## src/rtl/m68k_bus_arbiter.sv

```systemverilog
// rtl/m68k_bus_arbiter.sv - 68000 bus arbiter: BR/BG/BGACK handshake, hold limit, turnaround gap.
// Optional M68K_BUS_ARB_ROUND_ROBIN_EN selects round-robin arbitration instead of fixed priority.
module m68k_bus_arbiter #(
    parameter int NREQ     = 2,
    parameter int MAX_HOLD = 0,
    parameter int TURN     = 2
) (
    input  logic            MCLK,
    input  logic            reset,
    input  logic            clk_en,
    input  logic [NREQ-1:0] req,
    input  logic            cpu_bg,
    input  logic            cpu_as,
    output logic            cpu_br,
    output logic            cpu_bgack,
    output logic [NREQ-1:0] grant,
    output logic [2:0]      owner,
    output logic            busy,
    output logic            preempt
);
    localparam int HOLD_W = (MAX_HOLD < 1) ? 1 : $clog2(MAX_HOLD + 1);
    localparam logic [HOLD_W-1:0] HOLD_LAST = HOLD_W'(MAX_HOLD - 1);
    localparam logic [3:0]        TURN_LAST = 4'(TURN - 1);

    typedef enum logic [1:0] {IDLE, REQUEST, OWNED, RELEASE} state_t;

    state_t            r_state, w_state_nxt;
    logic [2:0]        r_owner, w_owner_nxt;
    logic              r_br, w_br_nxt;
    logic              r_bgack, w_bgack_nxt;
    logic [NREQ-1:0]   r_grant, w_grant_nxt;
    logic              r_busy, w_busy_nxt;
    logic              r_preempt, w_preempt_nxt;
    logic [HOLD_W-1:0] r_hold, w_hold_nxt;
    logic [3:0]        r_turn, w_turn_nxt;
    logic [2:0]        w_win;
    logic              w_owner_req;
    logic [NREQ-1:0]   w_owner_onehot;
    logic              w_hold_exp;

`ifdef M68K_BUS_ARB_ROUND_ROBIN_EN
    logic [2:0] r_last, w_last_nxt;
    int         w_start;
    logic       w_found;

    // Search begins just past the previous owner so every requester gets a turn.
    always_comb begin
        w_win   = 3'd0;
        w_found = 1'b0;
        w_start = (int'(r_last) + 1) % NREQ;
        for (int k = 0; k < NREQ; k++) begin
            for (int j = 0; j < NREQ; j++) begin
                if (!w_found && ((w_start + k) % NREQ) == j && req[j]) begin
                    w_win   = 3'(j);
                    w_found = 1'b1;
                end
            end
        end
    end
`else
    always_comb begin
        w_win = 3'd0;
        for (int i = NREQ - 1; i >= 0; i--) begin
            if (req[i]) w_win = 3'(i);
        end
    end
`endif

    always_comb begin
        w_owner_req    = 1'b0;
        w_owner_onehot = '0;
        for (int i = 0; i < NREQ; i++) begin
            if (r_owner == 3'(i)) begin
                w_owner_req       = req[i];
                w_owner_onehot[i] = 1'b1;
            end
        end
    end

    assign w_hold_exp = (MAX_HOLD != 0) && (r_hold == HOLD_LAST);

    always_comb begin
        w_state_nxt   = r_state;
        w_owner_nxt   = r_owner;
        w_br_nxt      = r_br;
        w_bgack_nxt   = r_bgack;
        w_grant_nxt   = r_grant;
        w_hold_nxt    = r_hold;
        w_turn_nxt    = r_turn;
        w_preempt_nxt = 1'b0;
`ifdef M68K_BUS_ARB_ROUND_ROBIN_EN
        w_last_nxt    = r_last;
`endif
        case (r_state)
            IDLE: begin
                if (|req) begin
                    w_owner_nxt = w_win;
                    w_br_nxt    = 1'b1;
                    w_state_nxt = REQUEST;
                end
            end
            REQUEST: begin
                if (!w_owner_req) begin
                    w_br_nxt    = 1'b0;
                    w_turn_nxt  = 4'd0;
                    w_state_nxt = RELEASE;
                end else if (cpu_bg && !cpu_as) begin
                    w_grant_nxt = w_owner_onehot;
                    w_bgack_nxt = 1'b1;
                    w_hold_nxt  = '0;
                    w_state_nxt = OWNED;
`ifdef M68K_BUS_ARB_ROUND_ROBIN_EN
                    w_last_nxt  = r_owner;
`endif
                end
            end
            OWNED: begin
                w_br_nxt = 1'b0;
                if (r_hold != {HOLD_W{1'b1}}) w_hold_nxt = r_hold + 1'b1;
                // A forced release is only a preemption while the owner still wants the bus.
                if (!w_owner_req || w_hold_exp) begin
                    w_grant_nxt   = '0;
                    w_bgack_nxt   = 1'b0;
                    w_turn_nxt    = 4'd0;
                    w_preempt_nxt = w_owner_req;
                    w_state_nxt   = RELEASE;
                end
            end
            RELEASE: begin
                if (r_turn >= TURN_LAST) w_state_nxt = IDLE;
                else                     w_turn_nxt  = r_turn + 4'd1;
            end
            default: w_state_nxt = IDLE;
        endcase
        w_busy_nxt = (w_state_nxt != IDLE);
    end

    always_ff @(posedge MCLK or posedge reset) begin
        if (reset) begin
            r_state   <= IDLE;
            r_owner   <= 3'd0;
            r_br      <= 1'b0;
            r_bgack   <= 1'b0;
            r_grant   <= '0;
            r_busy    <= 1'b0;
            r_preempt <= 1'b0;
            r_hold    <= '0;
            r_turn    <= 4'd0;
`ifdef M68K_BUS_ARB_ROUND_ROBIN_EN
            r_last    <= 3'(NREQ - 1);
`endif
        end else if (clk_en) begin
            r_state   <= w_state_nxt;
            r_owner   <= w_owner_nxt;
            r_br      <= w_br_nxt;
            r_bgack   <= w_bgack_nxt;
            r_grant   <= w_grant_nxt;
            r_busy    <= w_busy_nxt;
            r_preempt <= w_preempt_nxt;
            r_hold    <= w_hold_nxt;
            r_turn    <= w_turn_nxt;
`ifdef M68K_BUS_ARB_ROUND_ROBIN_EN
            r_last    <= w_last_nxt;
`endif
        end
    end

    assign cpu_br    = r_br;
    assign cpu_bgack = r_bgack;
    assign grant     = r_grant;
    assign owner     = r_owner;
    assign busy      = r_busy;
    assign preempt   = r_preempt;
endmodule
```

## config.mk

```make
export PLATFORM = sky130hd
export DESIGN_NAME = m68k_bus_arbiter
export DESIGN_NICKNAME = d
export VERILOG_FILES = /design/src/rtl/m68k_bus_arbiter.sv
export SDC_FILE = /design/constraint.sdc
export NUM_CORES = 1
export LEC_CHECK = 0
export ABC_AREA = 1
export BUFFER_PORTS_ARGS = -buffer_cell sky130_fd_sc_hd__buf_2
export CAP_MARGIN = 10
export CORE_MARGIN = 2
export CORE_UTILIZATION = 30
export DETAILED_ROUTE_END_ITERATION = 12
export SLEW_MARGIN = 0
export SYNTH_ARGS = -nofsm -noshare
export SYNTH_HDL_FRONTEND = slang
export SYNTH_SLANG_ARGS = --single-unit
```

## constraint.sdc

```tcl
create_clock -name MCLK -period 1.3 [get_ports MCLK]
set_input_delay 0.065 -clock MCLK [delete_from_list [all_inputs] [get_ports MCLK]]
set_output_delay 0.065 -clock MCLK [all_outputs]
set_load 0.02 [all_outputs]
```

==> impl_metrics.yaml <==
outcome:
  status: "finished, violations left"
  violations: "setup timing"
floorplanning:
  start_util: 0.321
  row_count: 18
  dieArea_mm2: 0.00310
  core_area_mm2: 0.00250
  die_w_um: 55.7
  ios: 16
  die_h_um: 55.7
timing:
  final-hold-violation-count: 0
  setup_viol: 9
  fin_crit_sh: 1.02
  drv_slew: 0
  hold_slack_ps: 39.3
  worst_slack_ps: -30.1
  finalCriticalPeriod_ps: 1330
  fmax_ghz: 0.752
  rsz0062_at_grt: "true"
  fin_skew_ps: 3.69
drt:
  vias: 725
  wire_per_inst_um: 11.0
  drc: 0
  drt-initial-drc-count: 8
  via_per_inst: 4.53
  ant_nets: 0
  drtPass1Iterations: 3
  finalWirelength_mm: 1.76
global_route:
  grt_max_degree: 13
  grt.overflow.total: 0
  grt_pass1_wl_mm: 2.93
  grt_pass1_vias: 709
  antenna_found_initial: 0
  grt_usage: 0.120
yosys:
  syn_avg_cell_area_um2: 7.71
  yosysWarnings: 0
  synthCells: 104
  syn_area_um2: 802
  seq_area_frac_synth: 0.374
  synth.distinct_cells: 20
  synth_seq_cells: 12
clocking:
  htreeDepth: 1
  clk_path_buf_depth: 2
  cts.sinks: 12
  cts_tree: "done"
  clk_latency_ps: 260
  root_buffer: "clkbuf_4"
  numCtsBuffers: 3
  path_clk_slew_ps: 70
cells_and_area:
  seq_area_um2: 303
  diodes: 0
  multi_input_area_um2: 537
  fill_cells: 239
  drive_gt1_frac: 0.462
  areaGrowthSynthToFinish_pct: 39.6
  layout.nets: 147
  utilization: 0.448
  stdcell_count: 160
placed_design:
  hpwl_mm: 1.32
  dp.cells: 153
  io_buffers: 12
  gp_congestion: 0.763
pwr:
  pwr_density_cell_mw_per_mm2: 2260
  ir_drop_uv: 934
  p_total_w: 0.00253
  power_leakage_nw: 0.550
worst_setup_path:
  r2r_slack_ps: -30
  cp.arrival_ps: 1480
  crit_top_cell: "nand2_1"
  critPathSlowestCell: "dfrtp_2"
  path_class: "register to register"
  path_cells: "clkinv_4, ha_4, inv_2, nand2_2, a21oi_2, nand2_1, nand2_1, nand2_1, nand2_2, o21ai_1"
  cp-start-kind: "register"
  crit_path_end_kind: "register"
  critical-path-top-delay-family: "flip-flops"
  crit_buf_inv: 2
  path_max_fanout: 5
  cp.required_ps: 1450
  critical-path-max-stage-delay_ps: 420
job:
  max_cap_viol_count: 0
worst_hold_path:
  hold_path_class: "input pin to register"
worst paths after layout:
path / from / endpoint / cells after the start
setup reg to reg: r_state[1] / r_state[0] / 10
max in group asynchronous: reset / r_state[0] / 3
min in group asynchronous: reset / r_turn[3] / 3
hold / removal: req[0] / owner[0] / 2
setup / recovery: r_state[1] / r_state[0] / 10
hold reg to reg: cpu_bgack / cpu_bgack / 2
cell families (layout without fill, tap and decap cells):
logic type / Yosys count / in the layout / synth area share
AND/OR/NAND/NOR: 52 / 52 / 0.270
buffers and inverters: 17 / 41 / 0.0936
AO/OA/AOI/OAI: 14 / 14 / 0.133
flip-flops: 12 / 12 / 0.374
adder cells (fa/ha/maj): 8 / 8 / 0.125
other: 1 / 3 / 0.00468
cells in the final DEF (no fill, tap or decap), types with 3 or more instances in the layout:
cell	synthesis	final
a21oi_2	2	3
buf_2	0	12
buf_4	3	9
clkbuf_4	0	3
conb_1	1	3
dfrtp_1	12	10
ha_4	0	5
inv_1	12	5
inv_2	2	7
nand2_1	31	27
nand2_2	3	7
nand3_1	7	6
nor2_1	9	7
o21ai_1	3	5
stage by stage:
step	setup TNS [ps]	cell area, um2	worst slack, ps
after floorplan	-14.1	827	-7.75
after global placement	-390	962	-85.7
after detailed placement	-859	962	-123
after CTS	-134	1080	-32.9
after global routing	-1120	1120	-123
final	-135	1120	-30.1
power breakdown:
part	internal (W)	switching, W	total (W)
sequential	0.000517	0.000114	0.000631
clock	0.000107	0.000110	0.000217
combinational	0.000748	0.000931	0.00168
Yosys cell counts:
master / instances / area [um2]
nor2_1: 9 / 33.8
dfrtp_1: 12 / 300
o21ai_2: 1 / 8.76
a21oi_2: 2 / 17.5
nand2_2: 3 / 18.8
o211ai_2: 1 / 12.5
ha_1: 8 / 100
nand4_1: 2 / 12.5
a21oi_1: 1 / 5.00
a32oi_1: 1 / 8.76
conb_1: 1 / 3.75
buf_4: 3 / 22.5
nand3_1: 7 / 35.0
o21ai_0: 3 / 15.0
o21ai_1: 3 / 15.0
inv_2: 2 / 7.51
a21boi_1: 1 / 7.51
inv_1: 12 / 45.0
nand2_1: 31 / 116
a21oi_4: 1 / 16.3
routing by layer:
layer / GRT usage / wire [um] / vias up / part of all wire
met1: 0.132 / 785 / 333 / 0.45
met2: 0.211 / 869 / 12 / 0.49
met5: 0 / 0 / - / 0
met4: 0.0314 / 12 / 0 / 0.0068
li1: - / - / 378 / -
met3: 0.0488 / 89 / 2 / 0.051
flip-flops by register name, summed over array words and instances, names as in the netlist:
name       count
busy           1
cpu_bgack      1
cpu_br         1
grant          2
owner          1
r_state        2
r_turn         4
cell type report:
class | count | share of cell area
inverter | 14 | 0.0536
timing repair buffer | 24 | 0.143
tap | 30 | 0.0335
sequential | 12 | 0.270
multi-input combinational | 77 | 0.479
clock buffer | 3 | 0.0201
timing repair:
item / in CTS / in global routing
setup endpoints to repair: 10 / 11
pin swaps: 6 / 7
gates resized for setup: 20 / 11
hold buffers: 1 / 0
setup buffers: 2 / 1
hold endpoints to repair: 12 / 0
gates cloned: 0 / 0
Note: power is estimated with default switching activity, not from simulation.
